File: config.mk
export PLATFORM = sky130hd
export DESIGN_NAME = fir_tap_accum
export DESIGN_NICKNAME = d
export VERILOG_FILES = /design/src/rtl/fir_tap_accum_pkg.sv /design/src/rtl/FIR_cadd.sv /design/src/rtl/fir_tap_accum.sv
export SDC_FILE = /design/constraint.sdc
export NUM_CORES = 1
export LEC_CHECK = 0
export BUFFER_PORTS_ARGS = -buffer_cell sky130_fd_sc_hd__buf_2
export CORE_MARGIN = 5
export CORE_UTILIZATION = 51
export CTS_CLUSTER_DIAMETER = 100
export CTS_CLUSTER_SIZE = 40
export DETAILED_ROUTE_END_ITERATION = 10
export GPL_TIMING_DRIVEN = 1
export PLACE_DENSITY = 0.73
export SYNTH_ARGS = -nofsm -noshare
export SYNTH_HDL_FRONTEND = slang
export SYNTH_SLANG_ARGS = --single-unit
File: constraint.sdc
create_clock -name clk -period 4 [get_ports clk]
set_clock_uncertainty 0.15 [all_clocks]
set_input_delay 0.6 -clock clk [delete_from_list [all_inputs] [get_ports clk]]
set_output_delay 0.6 -clock clk [all_outputs]
set_load 0.01 [all_outputs]
File: src/rtl/fir_tap_accum_pkg.sv
// Shared FIR types: complex sample struct, accumulator state enum, tap limits.
// The sample component width comes from `FIR_DATA_WIDTH (default 16).
`ifndef FIR_DATA_WIDTH
`define FIR_DATA_WIDTH 16
`endif

package fir_tap_accum_pkg;

  localparam int FIR_MAX_TAPS = 64;

  typedef struct packed {
    logic signed [`FIR_DATA_WIDTH-1:0] data_r;
    logic signed [`FIR_DATA_WIDTH-1:0] data_i;
  } FIR_DATA_SAMPLE;

  typedef enum logic [1:0] {
    IDLE  = 2'd0,
    ACCUM = 2'd1,
    HOLD  = 2'd2
  } fir_acc_state_e;

endpackage

File: src/rtl/FIR_cadd.sv
// Combinational complex adder: component-wise two's-complement wrap-around sum.
module FIR_cadd
  import fir_tap_accum_pkg::*;
(
  input  FIR_DATA_SAMPLE a,
  input  FIR_DATA_SAMPLE b,
  output FIR_DATA_SAMPLE sum
);

  always_comb begin
    sum.data_r = a.data_r + b.data_r;
    sum.data_i = a.data_i + b.data_i;
  end

endmodule

File: src/rtl/fir_tap_accum.sv
// Complex tap accumulator: sums cfg_tap_num tap products per output sample.
// Optional in_last framing check enabled by defining FIR_TAP_ACCUM_LAST_CHECK_EN.
module fir_tap_accum
  import fir_tap_accum_pkg::*;
#(
  parameter int  DATA_WIDTH = `FIR_DATA_WIDTH,
  parameter int  MAX_TAPS   = FIR_MAX_TAPS,
  localparam int CNT_WIDTH  = $clog2(MAX_TAPS + 1)
) (
  input  logic                 clk,
  input  logic                 rst_n,
  input  logic                 clr,
  input  logic [CNT_WIDTH-1:0] cfg_tap_num,
  input  FIR_DATA_SAMPLE       in_sample,
  input  logic                 in_valid,
  output logic                 in_ready,
  input  logic                 in_last,
  output FIR_DATA_SAMPLE       out_sample,
  output logic                 out_valid,
  input  logic                 out_ready,
  output logic                 busy,
  output logic                 last_err
);

  localparam logic [CNT_WIDTH-1:0] CNT_ONE = CNT_WIDTH'(1);
  localparam logic [CNT_WIDTH-1:0] CNT_MAX = CNT_WIDTH'(MAX_TAPS);

  fir_acc_state_e               state_q, state_d;
  logic signed [DATA_WIDTH-1:0] acc_r_q, acc_r_d;
  logic signed [DATA_WIDTH-1:0] acc_i_q, acc_i_d;
  logic [CNT_WIDTH-1:0]         cnt_q, cnt_d;
  logic [CNT_WIDTH-1:0]         tap_num_q, tap_num_d;
  FIR_DATA_SAMPLE               out_sample_d;
  logic                         out_valid_d;
  logic                         accept;
  logic                         tap_final;
  FIR_DATA_SAMPLE               acc_sample;
  FIR_DATA_SAMPLE               sum;

  function automatic logic [CNT_WIDTH-1:0] clamp_taps(input logic [CNT_WIDTH-1:0] n);
    if (n == '0) begin
      return CNT_ONE;
    end else if (n > CNT_MAX) begin
      return CNT_MAX;
    end
    return n;
  endfunction

  assign acc_sample.data_r = acc_r_q;
  assign acc_sample.data_i = acc_i_q;

  FIR_cadd u_cadd (
    .a   (acc_sample),
    .b   (in_sample),
    .sum (sum)
  );

  // in_ready depends only on registered state, never on out_ready
  assign in_ready = (state_q != HOLD);
  assign busy     = (state_q != IDLE);

  always_comb begin
    state_d      = state_q;
    acc_r_d      = acc_r_q;
    acc_i_d      = acc_i_q;
    cnt_d        = cnt_q;
    tap_num_d    = tap_num_q;
    out_sample_d = out_sample;
    out_valid_d  = out_valid;
    tap_final    = 1'b0;
    accept       = in_valid && (state_q != HOLD);

    unique case (state_q)
      IDLE: begin
        if (accept) begin
          tap_num_d = clamp_taps(cfg_tap_num);
          acc_r_d   = in_sample.data_r;
          acc_i_d   = in_sample.data_i;
          cnt_d     = CNT_ONE;
          tap_final = (tap_num_d == CNT_ONE);
          if (tap_final) begin
            out_sample_d = in_sample;
            out_valid_d  = 1'b1;
            state_d      = HOLD;
          end else begin
            state_d = ACCUM;
          end
        end
      end
      ACCUM: begin
        if (accept) begin
          cnt_d     = cnt_q + CNT_ONE;
          tap_final = (cnt_q == tap_num_q - CNT_ONE);
          if (tap_final) begin
            out_sample_d = sum;
            out_valid_d  = 1'b1;
            acc_r_d      = '0;
            acc_i_d      = '0;
            state_d      = HOLD;
          end else begin
            acc_r_d = sum.data_r;
            acc_i_d = sum.data_i;
          end
        end
      end
      HOLD: begin
        if (out_ready) begin
          out_valid_d = 1'b0;
          state_d     = IDLE;
        end
      end
      default: state_d = IDLE;
    endcase

    // Flush wins over any beat or handshake in the same cycle
    if (clr) begin
      state_d     = IDLE;
      acc_r_d     = '0;
      acc_i_d     = '0;
      cnt_d       = '0;
      out_valid_d = 1'b0;
    end
  end

  always_ff @(posedge clk) begin
    if (!rst_n) begin
      state_q    <= IDLE;
      acc_r_q    <= '0;
      acc_i_q    <= '0;
      cnt_q      <= '0;
      tap_num_q  <= CNT_ONE;
      out_sample <= '0;
      out_valid  <= 1'b0;
    end else begin
      state_q    <= state_d;
      acc_r_q    <= acc_r_d;
      acc_i_q    <= acc_i_d;
      cnt_q      <= cnt_d;
      tap_num_q  <= tap_num_d;
      out_sample <= out_sample_d;
      out_valid  <= out_valid_d;
    end
  end

`ifdef FIR_TAP_ACCUM_LAST_CHECK_EN
  logic last_err_q, last_err_d;

  // Framing error is sticky; the count alone still decides group boundaries
  always_comb begin
    last_err_d = last_err_q;
    if (accept && (in_last != tap_final)) begin
      last_err_d = 1'b1;
    end
    if (clr) begin
      last_err_d = 1'b0;
    end
  end

  always_ff @(posedge clk) begin
    if (!rst_n) begin
      last_err_q <= 1'b0;
    end else begin
      last_err_q <= last_err_d;
    end
  end

  assign last_err = last_err_q;
`else
  logic unused_in_last;
  assign unused_in_last = in_last;
  assign last_err       = 1'b0;
`endif

endmodule

== Word level (Yosys, flattened, before mapping) ==
Index checks and enable logic that the tools add are counted.

* Output and inout port bits: 36
* Logic and storage cells: 73
* Input bits: 45
* Bits in registers: 81

* Bitwise gates (word level): 1
* Magnitude comparators: 1
* Multiplexer cells: 37
* Add/subtract/negate cells: 4
* Reductions and logical operators: 12
* Eq/ne operators: 10

{| class="wikitable"
|+ Operator list
! cell !! count
|-
| $mux 32 || 4
|-
| $mux 16 || 6
|-
| $pmux 16 s2 || 2
|-
| $pmux 32 s2 || 1
|-
| $mux 7 || 7
|-
| $add 16x16->16 || 2
|-
| $pmux 7 s2 || 1
|-
| $ne 2x2->1 const B || 6
|-
| $mux 2 || 5
|-
| $mux 1 || 9
|-
| $add 7x1->7 const B || 1
|-
| $eq 7x1->1 const B || 1
|-
| $eq 7x7->1 || 1
|-
| $gt 7x7->1 const B || 1
|-
| $logic_not 7->1 || 1
|-
| $sub 7x1->7 const B || 1
|-
| $pmux 2 s3 || 1
|-
| $reduce_and 6->1 || 1
|-
| $reduce_and 5->1 || 1
|-
| $reduce_and 4->1 || 1
|-
| $reduce_bool 2->1 || 2
|-
| $pmux 1 s3 || 1
|-
| $reduce_and 3->1 || 1
|-
| $reduce_bool 3->1 || 1
|-
| other kinds (7) || 7
|}

== Longest topological paths before layout ==
Gate-level depths: netlist of run 1.

* Depth after elaboration: 12
* Gate-level depth with buffers: 10

== Hierarchy ==
A second synthesis of run 1 with hierarchy kept.

* Cells, all modules: 924
* Area, all modules: 6,705.2 sq um

{| class="wikitable"
|+ Modules (own cells, without submodules)
! module !! seq. area each (sq um) !! area an instance (sq um) !! cells each !! instances
|-
| fir_tap_accum || 1,621.6 || 5,415.2 || 755 || 1
|-
| FIR_cadd || 0.0 || 1,290.0 || 169 || 1
|}

== Worst setup path before layout of run 1 ==
Ideal clock, no wire load.

* Kind: input-to-reg
* Start: input in_sample[11] (netlist name)
* End: register acc_i_q[15]
* Library setup time: 0.062 ns
* Stages on the path: 9
* Arrival: 2.761 ns
* Slack: 1.027 ns
* Required time: 3.788 ns
* Buffers on the path: 1
* Cell sequence: ha_1 -> clkbuf_1 -> nand2_1 -> o21ai_0 -> o211ai_1 -> a22oi_1 -> xor2_1 -> or4b_2 -> nand3_1

* Longest elaborated chain between the ends: 4

{| class="wikitable"
|+ Ends and longest elaborated chain
! item !! line !! source
|-
| start: declaration || fir_tap_accum.sv:14 || <nowiki>input FIR_DATA_SAMPLE in_sample,</nowiki>
|-
| $add 16x16->16 || FIR_cadd.sv:12 || <nowiki>sum.data_i = a.data_i + b.data_i;</nowiki>
|-
| $mux 16 || fir_tap_accum.sv:94 || <nowiki>if (tap_final) begin</nowiki>
|-
| $mux 16 || fir_tap_accum.sv:91 || <nowiki>if (accept) begin</nowiki>
|-
| $pmux 16 s2 || fir_tap_accum.sv:73 || <nowiki>unique case (state_q)</nowiki>
|-
| end signal: assignment || fir_tap_accum.sv:137 || <nowiki>acc_i_q <= acc_i_d;</nowiki>
|-
| end: declaration || fir_tap_accum.sv:30 || <nowiki>logic signed [DATA_WIDTH-1:0] acc_i_q, acc_i_d;</nowiki>
|}

Every way passes these cells. The select of a mux whose other input is x is not followed.
A chain may end at the register's enable or synchronous reset.

== Final worst setup path of run 1 ==
* Start: register tap_num_q[0]
* End: register out_sample[5] (netlist name)

* Longest elaborated chain between the ends: 4

{| class="wikitable"
|+ Ends and longest elaborated chain
! item !! line !! source
|-
| start: declaration || fir_tap_accum.sv:32 || <nowiki>logic [CNT_WIDTH-1:0] tap_num_q, tap_num_d;</nowiki>
|-
| start signal: assignment || fir_tap_accum.sv:139 || <nowiki>tap_num_q <= tap_num_d;</nowiki>
|-
| $sub 7x1->7 || fir_tap_accum.sv:93 || <nowiki>tap_final = (cnt_q == tap_num_q - CNT_ONE);</nowiki>
|-
| $eq 7x7->1 || fir_tap_accum.sv:93 ||
|-
| $ne 2x2->1 (no source line) || - ||
|-
| $reduce_and 5->1 (no source line) || - ||
|-
| end signal: assignment || fir_tap_accum.sv:140 || <nowiki>out_sample <= out_sample_d;</nowiki>
|-
| end: declaration || fir_tap_accum.sv:18 || <nowiki>output FIR_DATA_SAMPLE out_sample,</nowiki>
|}

Every way passes these cells.

==> flow_results.org, run 1 <==
** Power
- Maximum resistive drop on vdd :: 0.0001651 V
- Net switching is 30.55% of the power.
- The internal power of the cells totals 1360 uW.
- Register share of total power :: 44.0%
- The share of total power dissipated in the clock network is 33.5%.
- Switching component of the power :: 598.2 uW
- Total power per unit cell area :: 337.4 nW/um2
- Fraction of power consumed by combinational cells :: 22.5%
- Summed over all cells, the static leakage comes to 0.002490 uW.

** Yosys
- Sequential cells were found to cover 31.71% of the synthesized design area.
- Synthesis inferred 81 register bits.
- Synthesized net count :: 724
- In the synthesized netlist the async set-or-reset flop fraction comes to 0%.
- Averaged over all synthesized cells, the footprint is 7.928 um2.
- Post-Synthesis Cell Area :: 5114 um2
- For this run, the leading register cell type out of synthesis is dfxtp_1.
- Count of yosys warnings during synthesis :: 0
- Number of flops mapped to enable cells by yosys :: 0
- Post-synth cell types :: 64
- Cell count after synthesis :: 645

** Floorplan
- The core region is 9774 um2.
- 81 I/O pins were placed.
- The die covers 12,130 um2.
- Std-Cell Rows :: 36
- Width of the chip :: 110.1 um
- Once the floorplan was initialized, standard cells occupied 52.32% of the core.
- Die height :: 110.1 um

** Final layout
- Commonest cells after routing, fill and taps aside :: nand2_1 (87), dfxtp_1 (81), buf_2 (78), nor2_1 (61), a21oi_1 (56)
- Post-layout instance count excluding filler cells :: 845
- Fill cell total of the finished layout :: 930
- Cells fill 59.38% of the core in the end.
- Synth-to-Final Area Change :: 13.51%
- In the final design database the tool counted 786 nets.
- Leaving out fill and tap cells, the most frequent cell in the layout is nand2_1.
- Share of cells above drive strength 1 :: 16.99%
- 0 antenna diodes ended up in the layout.
- Final instance area :: 5804 um2

** Job
- Number of max-capacitance violations reported :: 0

** Drt
- DRT Pass-1 Iters :: 6
- The count of nets left with antenna violations once routing finished came out at 0.
- After detailed routing, the total wire length is 13,900 um.
- WL/cell :: 16.45 um
- After detailed routing, the number of remaining DRC violations is 0.
- In the routed layout, each cell is associated on average with a via count of 5.891.
- Number of vias in the routed layout :: 4,978
- In this run, the number of DRC markers left after iteration 0 of detailed routing was 265.

** Setup path
- CP Data Required Time :: 4110 ps
- By startpoint and endpoint, the worst setup path is classified as reg -> reg.
- Critical path endpoint category :: flop
- The worst register-to-register path begins at tap_num_q[0]$_SDFFE_PN1P_.
- The worst register-to-register path has a setup slack of 720 ps.
- Crit path launch type :: flop
- In this run the worst path has a maximum fanout of 18.
- At the worst endpoint, the arrival time is 3390 ps.
- Crit. Startpoint :: tap_num_q[0]$_SDFFE_PN1P_

** Global route
- Via count of the first global-routing pass :: 4,829
- After global routing the overflow that remains totals 0.
- The initial antenna violation count is 0.
- The first global-routing pass estimated 22,810 um of wire.
- Global-route total usage across every layer :: 23.72%
- Entering global routing, the biggest net connects 42 pins.

** Min path
- Hold Path Class :: reg -> reg
- In this run the most critical hold path is launched from out_sample[17]$_SDFFE_PN0P_.

** Placed design
- The number of placed instances, taps included, is 829.
- Number of input and output port buffers inserted :: 78
- Post-place instance area :: 5594 um2
- Once detailed placement completed, the half-perimeter wirelength came to 10,240 um.
- Routability Congestion :: 0.9213

** STA
- Max transition margin :: 34.79%
- Sum Neg Setup Slack :: 0 ps
- Maximum clock frequency :: 304.7 MHz
- Setup violators final :: 0
- Setup repair after global routing left no endpoint under its margin.
- Transition time at the pin with the least slew margin :: 974.6 ps
- Final hold viol count :: 0
- Across all hold checks on the routed design, the worst slack comes to 306.6 ps.
- The final-report max-slew violation count is 0.
- In the finished design, the share of the clock period the worst path needs comes to 82.06%.
- Minimum clock period :: 3282 ps

** Clock tree
- After clock tree synthesis, the clock-pin slew on the worst setup and hold paths is 80 ps.
- Post-CTS timing repair inserted 0 buffers for setup.
- Clock tree synthesis inserted a total of 9 buffers.
- In this run, post-CTS repair resized a total of 0 instances.
- Clock latency on the worst-skew pair, taken at its later pin, is 360 ps.
- For this design, the CTS-stage hold fixing added 0 buffers.
- CTS root buffer :: clkbuf_8
- The clock passes through at most 2 buffers.
- Clock sink total :: 81
- CTS built an H-tree with a depth of 3.
- CTS tree :: built

** Status
- The flow ran to the end, and the final reports show no timing, DRC or antenna violations.
[area by class of cell]
class	count	area (um2)	area share, %
inverter	12	45.04	0.7760
clock inverter	6	82.58	1.423
sequential	81	1622	27.94
multi-input combinational	515	3296	56.78
tap	133	166.4	2.867
timing repair buffer	88	465.4	8.019
clock buffer	10	127.6	2.199
[per-layer routing]
layer / track usage [%] / up-vias / part of all wire, %
li1: - / 2464 / -
met1: 30.16 / 2337 / 43
met2: 41.42 / 155 / 49
met3: 3.494 / 22 / 6.1
met4: 7.388 / 0 / 1.7
met5: 0 / - / 0
[logic make-up (layout without fill, tap and decap cells)]
group / Yosys count / count (layout) / synth area share [%]
simple gates: 218 / 218 / 19.28
compound gates: 216 / 216 / 28.16
flops: 81 / 81 / 31.71
buf+inv: 49 / 116 / 4.159
xor+xnor: 41 / 41 / 7.022
fa+ha+maj: 34 / 34 / 8.613
mux: 5 / 5 / 0.9788
other cells: 1 / 1 / 0.07333
[synthesized netlist by cell type, types with 3 or more instances]
cell type	n	area (um2)
o22ai_1	3	18.77
nand2_1	87	326.6
o2bb2ai_1	3	26.28
a21oi_1	56	280.3
buf_4	3	22.52
a31oi_1	8	50.05
xor2_1	21	183.9
mux2i_1	5	50.05
a22oi_1	10	75.07
o21a_1	6	45.04
a21o_1	8	60.06
a221oi_1	5	43.79
dfxtp_1	81	1622
nor3_1	12	60.06
nand2b_1	8	50.05
inv_1	11	41.29
or2_2	3	18.77
o21ai_0	47	235.2
o31ai_1	6	45.04
nor2_1	61	229.0
o21ba_2	3	30.03
o21bai_1	4	30.03
a211oi_1	7	52.55
nand3_1	15	75.07
ha_1	32	400.4
nor3b_1	7	52.55
nand4_1	5	31.28
a21boi_0	3	22.52
nor2b_1	7	43.79
a31o_2	3	26.28
o211ai_1	8	60.06
xnor2_1	20	175.2
o32ai_1	3	26.28
a32o_1	4	40.04
a22o_1	13	113.9
clkbuf_1	28	105.1
[critical path: stages (launching register included)]
cell and delay [ps]:
dfxtp_1 420, inv_1 70, ha_1 240, o21ba_2 200
a221oi_1 320, a31oi_1 150, or4_4 500, a21oi_4 450
nor2_1 350, a22o_1 320
[metrics by stage]
stage / worst slack, ps / total power [uW]
finish: 717.8 / 1958
floorplan: 1027 / 1188
detailed placement: 754.3 / 1317
global placement: 820.0 / 1302
CTS: 732.1 / 1968
global route: 541.0 / 2060
[power groups by stage]
stage	sequential (uW)	combinational (uW)	clock [uW]
final	862	441	656
after global placement	879	423	0
after floorplan	882	306	0
after detailed placement	881	436	0
after global routing	866	490	703
after CTS	862	439	667
[flip-flops by register name (all words and copies together), names as in the netlist]
name,cells
state_q,2
acc_i_q,16
cnt_q,7
out_sample,32
acc_r_q,16
tap_num_q,7
out_valid,1
[final timing paths]
path / endpoint / cells past startpoint
worst max register to register: out_sample[5]$_SDFFE_PN0P_ / 9
worst min-delay path: out_sample[17]$_SDFFE_PN0P_ / 2
worst min register to register: out_sample[17]$_SDFFE_PN0P_ / 2
worst max-delay path: out_sample[5]$_SDFFE_PN0P_ / 9
No activity file was read; power rests on OpenSTA's default activity.
==> run 2: changes to the inputs <==
Clock period 4 ns to 3.44 ns, I/O delays scaled along.
==> run 2 against run 1 <==
Effect of this change:
- global-route usage increased by 0.25 points
- combinational power increased by 18%
- sequential share of layout area decreased by 0.41 points
- core utilization increased by 0.88 points
- power increased by 22%
- cell count increased by 0.83%
- wire length increased by 1.8%
- register-to-register slack got worse by 200 ps
- via count increased by 1.7%
- flip-flop and latch count unchanged
- die area unchanged
- highest routed layer unchanged
==> flow_results.org, run 2 (same netlist as run 1, synthesis figures left out) <==
** Setup path
- For the worst setup path, the data required time is 3550 ps.
- Endpoint of the worst register-to-register path :: out_sample[3]$_SDFFE_PN0P_
- Reg2reg setup slack :: 520 ps
- Crit-path cells :: inv_1 > ha_1 > o21ba_2 > a221oi_1 > a31oi_1 > or4_4 > a21oi_4 > nor2_1 > a22o_1
- The startpoint identified for the worst register-to-register timing path is tap_num_q[0]$_SDFFE_PN1P_.
- In this run the worst path has a maximum fanout of 11.
- For the worst setup path, the data arrival time is 3030 ps.
- Largest delay contributor family on the critical path :: compound AO/OA/AOI/OAI gates
- Crit path buf inv count :: 1
- Critical path endpoint category :: flop
- Worst path max stage delay :: 510 ps
- Slowest cell on the critical path :: or4_4
- Category of the most critical setup path :: reg -> reg
- STA classifies the critical path startpoint as a flop.
- The worst register-to-register path has a depth of 9.

** Drt
- Via density per instance :: 5.941
- WL/cell :: 16.60 um
- Across all layers, the routed design uses 5,062 vias.
- DRT Wirelength :: 14,140 um
- After the first detailed-routing iteration, the DRC count stood at 298.
- Post-route antenna net violation count :: 0
- For this run, design rule violations remaining after detail routing come to 0.
- DRT Pass-1 Iters :: 5

** Clock tree
- After clock tree synthesis, the setup repair step added 0 buffers.
- In this run the number of H-tree levels came out at 3.
- Clock transition time at the flip-flop clock pins of the worst setup and hold paths :: 90 ps
- CTS root buffer :: clkbuf_8
- After clock tree synthesis, the repair step resized 0 gates.
- Insertion delay to the later sink of the worst-skew pair :: 370 ps
- CTS tree :: built
- TritonCTS buffer count :: 9
- Clock sink total :: 81
- The number of hold buffers added after CTS was 0.
- CTS max path bufs :: 2

** Final layout
- Diodes inserted :: 0
- Relative to the synthesized area, the layout overhead comes to 15.19%.
- Most common cell after layout, fill and taps aside :: nand2_1
- Most flop-heavy register :: out_sample
- The final layout contains 793 nets.
- Max FFs per register :: 32
- In the layout the commonest cells are nand2_1 (87), dfxtp_1 (81), buf_2 (78), nor2_1 (61), a21oi_1 (56).
- Top flop regs :: out_sample: 32 flops, acc_i_q: 16 flops, acc_r_q: 16 flops
- Post-layout instance count excluding filler cells :: 852
- Cells with a size suffix above 1 make up 17.80% of the layout.

** STA
- Max transition margin :: 33.32%
- Final hold viol count :: 0
- The routed design could run at a clock period as short as 2920 ps.
- Max-slew violation count :: 0
- Static timing analysis puts the maximum clock frequency at 342.5 MHz.
- Sum Neg Setup Slack :: 0 ps
- Setup repair after global routing missed its margin :: false
- Setup slack closes at 519.9 ps.
- For the pin with the worst max-slew slack, the measured transition is 996.5 ps.
- Setup violations remaining at the end of the flow were counted as 0.
- The final critical path takes up 84.89% of the cycle.

** Floorplan
- After floorplanning, the core was divided into 36 placement rows.
- The floorplan step defined a die boundary enclosing 12,130 um2.
- For this configuration, the core starts out at a cell density of 52.32%.
- Width of the chip :: 110.1 um
- Io pins :: 81
- The region available for standard cell placement spans 9774 um2.
- The floorplan step set the die height to 110.1 um.

** Power
- The share of total power dissipated in combinational logic is 21.7%.
- Register share of total power :: 42.0%
- Summed over all cells, the static leakage comes to 0.002539 uW.
- In this run the power spent charging and discharging nets is 704.9 uW.
- Net switching fraction of the power :: 29.53%
- Internal power :: 1682 uW
- Maximum resistive drop on vdd :: 0.0002185 V
- Total power per unit cell area :: 405.2 nW/um2
- The clock network burns 36.2% of the power.
- The completed layout was analyzed and its total power is 2387 uW.

** Global route
- Entering global routing, the biggest net connects 43 pins.
- The first global-routing pass estimated 23,000 um of wire.
- The number of global-route vias before repair was 4,927.
- Initial antenna violation count :: 0
- For this run, the total global-route usage over all layers was measured as 23.98%.
- Final global-route overflow total :: 0

** Placed design
- Placed wire-length estimate :: 10,420 um
- Placed cells :: 836
- Routability Congestion :: 0.9432
- Number of input and output port buffers inserted :: 78
- Post-placement worst setup slack :: 429.6 ps

** Min path
- The path class of the tightest hold or removal check is in -> reg.
- In this run the most critical hold path is launched from out_ready.
- The worst hold path terminates at state_q[1]$_SDFFE_PP0P_.
- The worst hold path passes through 4 cells.

** Status
- The run finished with clean final reports.

** Job
- Across the run, the number of max-cap violations was 0.
[run 2: cell types whose count changed in the layout (fill, tap and decap cells not counted)]
| cell | change |
|---|---|
| clkinv_2 | -2 |
| buf_4 | +7 |
| bufinv_16 | +1 |
| clkbuf_8 | +1 |
[run 2: routing by layer]
metal  vias to the layer above  wire, um  GRT usage [%]
li1                       2470         -              -
met5                         -         0              0
met1                      2394      6198          29.15
met4                         0       338          10.38
met3                        28       823          4.310
met2                       170      6782          41.42
[run 2: worst min-delay path: cells and delay by family]
kind,cells,cell delay (ps)
AO/OA/AOI/OAI,1,60
AND/OR/NAND/NOR,1,60
buffers and inverters,2,120
[run 2: worst max-delay path by stage]
| stage | start | endpoint | slack (ps) | depth (start not counted) |
|---|---|---|---|---|
| final | tap_num_q[0]$_SDFFE_PN1P_ | out_sample[3]$_SDFFE_PN0P_ | 520 | 9 |
| after global routing | tap_num_q[0]$_SDFFE_PN1P_ | out_sample[3]$_SDFFE_PN0P_ | 340 | 9 |
| after CTS | tap_num_q[0]$_SDFFE_PN1P_ | out_sample[24]$_SDFFE_PN0P_ | 530 | 9 |
| after detailed placement | in_sample[0] | acc_i_q[8]$_SDFFE_PP0P_ | 430 | 10 |
| after global placement | in_sample[2] | acc_i_q[15]$_SDFFE_PP0P_ | 480 | 9 |
| after floorplan | in_sample[11] | acc_i_q[15]$_SDFFE_PP0P_ | 550 | 9 |
[run 2: layout make-up]
type	count	area [um2]
Fill cell	902	3884
Multi-Input combinational cell	515	3296
Sequential cell	81	1622
Timing Repair Buffer	95	518.0
Tap cell	133	166.4
Clock buffer	11	141.4
Clock inverter	5	102.6
Inverter	12	45.04
[run 2: power by group through the flow]
stage / Clock (uW) / Sequential, uW / Combinational (uW)
floorplan: 0 / 1030 / 356
global placement: 0 / 1020 / 498
detailed placement: 0 / 1020 / 512
CTS: 872 / 1000 / 516
global route: 925 / 1010 / 575
finish: 865 / 1000 / 519
[run 2: through the flow]
step / area, um2 / hold slack (ps) / util (%)
after floorplan: 5114 / 285.6 / -
after global placement: 5647 / 291.5 / 57.77
after detailed placement: 5647 / 299.9 / 57.77
after CTS: 5891 / 275.1 / 60.27
after global routing: 5891 / 281.8 / 60.27
final: 5891 / 270.7 / 60.27
==> run 3: changes to the inputs <==
Clock period 3.44 ns to 2.85 ns, I/O delays scaled along.
==> run 3 against run 2 <==
Effect of this change:
- power grew 18%
- die area is the same
- clock-buffer cell count grew 1
- wire length grew 4.0%
- first-iteration DRC count shrank 17%
- cell count grew 2.7%
- fmax grew 6.9%
- global-route usage grew 0.24 points
- critical endpoint is now out_sample[16]$_SDFFE_PN0P_
- worst hold slack lost 91 ps
- non-clock buffer count grew 23
==> flow_results.org, run 3 (same netlist as run 1, synthesis figures left out) <==
** Status
- The flow ran to the end, and the final reports show no timing, DRC or antenna violations.

** STA
- After layout, the worst path uses 95.85% of the clock period.
- The final-report max-slew violation count came to 0.
- In this run the tightest slew margin relative to its limit is 53.18%.
- The number of endpoints with negative hold slack in the final report came to 0.
- Minimum clock period :: 2732 ps
- Setup violators final :: 0
- Worst hold slack :: 179.7 ps
- Transition time at the pin with the least slew margin :: 702.3 ps
- Maximum clock frequency :: 366.1 MHz
- Setup repair after global routing missed its margin :: false

** Floorplan
- Std-Cell Rows :: 36
- For this configuration, the core starts out at a cell density of 52.32%.
- In this run the count of I/O pins placed on the die edge is 81.
- The floorplan step defined a core boundary enclosing 9774 um2.
- The die is 110.1 um wide.
- Die area :: 12,130 um2
- Die height :: 110.1 um

** Clock tree
- Clock sink total :: 81
- CTS root buffer :: clkbuf_8
- Clock transition time at the flip-flop clock pins of the worst setup and hold paths :: 90 ps
- TritonCTS buffer count :: 9
- CTS max path bufs :: 2
- TritonCTS built the clock tree.
- Insertion delay to the later sink of the worst-skew pair :: 370 ps
- Count of H-tree levels built during CTS :: 3

** Placed design
- Number of input and output port buffers inserted :: 78
- Routability Congestion :: 0.9499
- In this run, placement finished with an instance count of 852.
- Placed wire-length estimate :: 10,850 um
- Summing all placed instances gives a cell area of 5779 um2.

** Drt
- For this block, the via count after detailed routing is 5,157.
- DRT iter0 DRCs :: 246
- Post-route antenna net violation count :: 0
- After detailed routing, the number of remaining DRC violations is 0.
- Summed over all layers, the routed wires come to 14,710 um.
- After detailed routing, the number of vias per cell comes to 5.894.
- The first TritonRoute pass finished after 5 iterations.
- WL/cell :: 16.81 um

** Final layout
- FF+latch area :: 1623 um2
- Post-layout instance count excluding filler cells :: 875
- Synth-to-Final Area Change :: 19.38%
- The multi-input combinational cells in the finished layout cover a total of 3313 um2.
- Most flop-heavy register :: out_sample
- Commonest cells after routing, fill and taps aside :: nand2_1 (87), dfxtp_1 (80), buf_2 (78), nor2_1 (59), a21oi_1 (56)
- Most common cell after layout, fill and taps aside :: nand2_1
- Diodes inserted :: 0
- Fill cell total of the finished layout :: 866
- Share of cells above drive strength 1 :: 20.75%
- The largest registers in the layout are out_sample: 32 flops, acc_i_q: 16 flops, acc_r_q: 16 flops.
- After routing the design area is 6105 um2.
- Max FFs per register :: 32
- Nets :: 816

** Setup path
- Register-to-Register Path Depth :: 9
- STA classifies the critical path startpoint as a flop.
- For the worst setup path, the data required time is 2980 ps.
- Along the worst path, the maximum fanout reaches 11.
- The most critical setup path has its startpoint at tap_num_q[0]$_SDFFE_PN1P_.
- The worst register-to-register path ends at out_sample[16]$_SDFFE_PN0P_.
- The setup path with the least slack is of type reg -> reg.
- The most critical setup path has its endpoint at out_sample[16]$_SDFFE_PN0P_.
- Crit Reg-Reg Startpoint :: tap_num_q[0]$_SDFFE_PN1P_
- STA puts the critical path data arrival time at 2860 ps.
- For flop-to-flop paths, the worst setup slack is 120 ps.
- The worst setup path is captured at a flop.

** Power
- Dividing total power by cell area gives a power density of 461.0 nW/um2.
- Maximum resistive drop on vdd :: 0.0002764 V
- Lkg Pwr :: 0.002664 uW
- Power Total :: 2814 uW

** Job
- Number of max-capacitance violations reported :: 0

** Global route
- After global routing the overflow that remains totals 0.
- Largest net degree at the start of global routing :: 30
- The initial antenna violation count was 0.
- In the global route stage, overall resource usage came out at 24.22%.
- Global-route wire length before repair :: 23,480 um
- The number of global-route vias before repair was 4,977.

** Min path
- The worst hold path belongs to the class in -> reg.
run 3: worst min path at each step:
stage,from,end,slack (ps),depth (start not counted)
after floorplan,acc_r_q[6]$_SDFFE_PP0P_,acc_r_q[6]$_SDFFE_PP0P_,290,2
after global placement,out_sample[17]$_SDFFE_PN0P_,out_sample[17]$_SDFFE_PN0P_,290,2
after detailed placement,out_sample[17]$_SDFFE_PN0P_,out_sample[17]$_SDFFE_PN0P_,290,2
after CTS,out_ready,state_q[1]$_SDFFE_PP0P_,180,4
after global routing,out_ready,state_q[1]$_SDFFE_PP0P_,200,4
final,out_ready,state_q[1]$_SDFFE_PP0P_,180,4
run 3: power breakdown:
| part | total [uW] | switching, uW | internal [uW] |
|---|---|---|---|
| logic | 669 | 393 | 276 |
| clock network | 934 | 436 | 498 |
| registers | 1210 | 32.6 | 1180 |
run 3: area by class of cell:
class                   instances  share of cell area, %
multi-input cells             515                  54.27
flip-flops and latches         81                  26.58
clock inverters                 4                  1.271
well taps                     133                  2.726
inverters                      12                 0.7379
repair buffers                118                  12.20
clock buffers                  12                  2.214
run 3: routing by layer:
layer  vias to the layer above  GRT usage (%)  part of all wire, %  wire (um)
met5                         -              0                    0          0
met4                         0          7.564                  2.2        327
met3                        30          5.416                  7.8       1152
met2                       202          41.72                   48       7031
met1                      2405          30.07                   42       6196
li1                       2520              -                    -          -
run 3: metrics by stage:
stage | setup WS (ps) | utilization [%] | setup TNS, ps
after floorplan | 49.80 | - | 0
after global placement | 0.2769 | 59.13 | 0
after detailed placement | -22.12 | 59.13 | -70.68
after CTS | 22.12 | 61.33 | 0
after global routing | 15.53 | 62.46 | 0
final | 118.2 | 62.46 | 0
run 3: what timing repair did:
item | 4_1_cts | 5_1_grt
pin swaps | 0 | 1
hold buffers | 0 | 0
resized for setup | 1 | 7
gates cloned | 0 | 1
setup buffers | 0 | 6
endpoints found under the setup margin | 8 | 33
run 3: critical path: stages, from the launching register on:
cell and delay [ps]:
dfxtp_2 350, or4_1 540, nor2_2 140, xnor2_2 110, or4_4 600, a21oi_4 170
buf_12 140, buf_6 140, nor2_1 50, a311oi_2 230
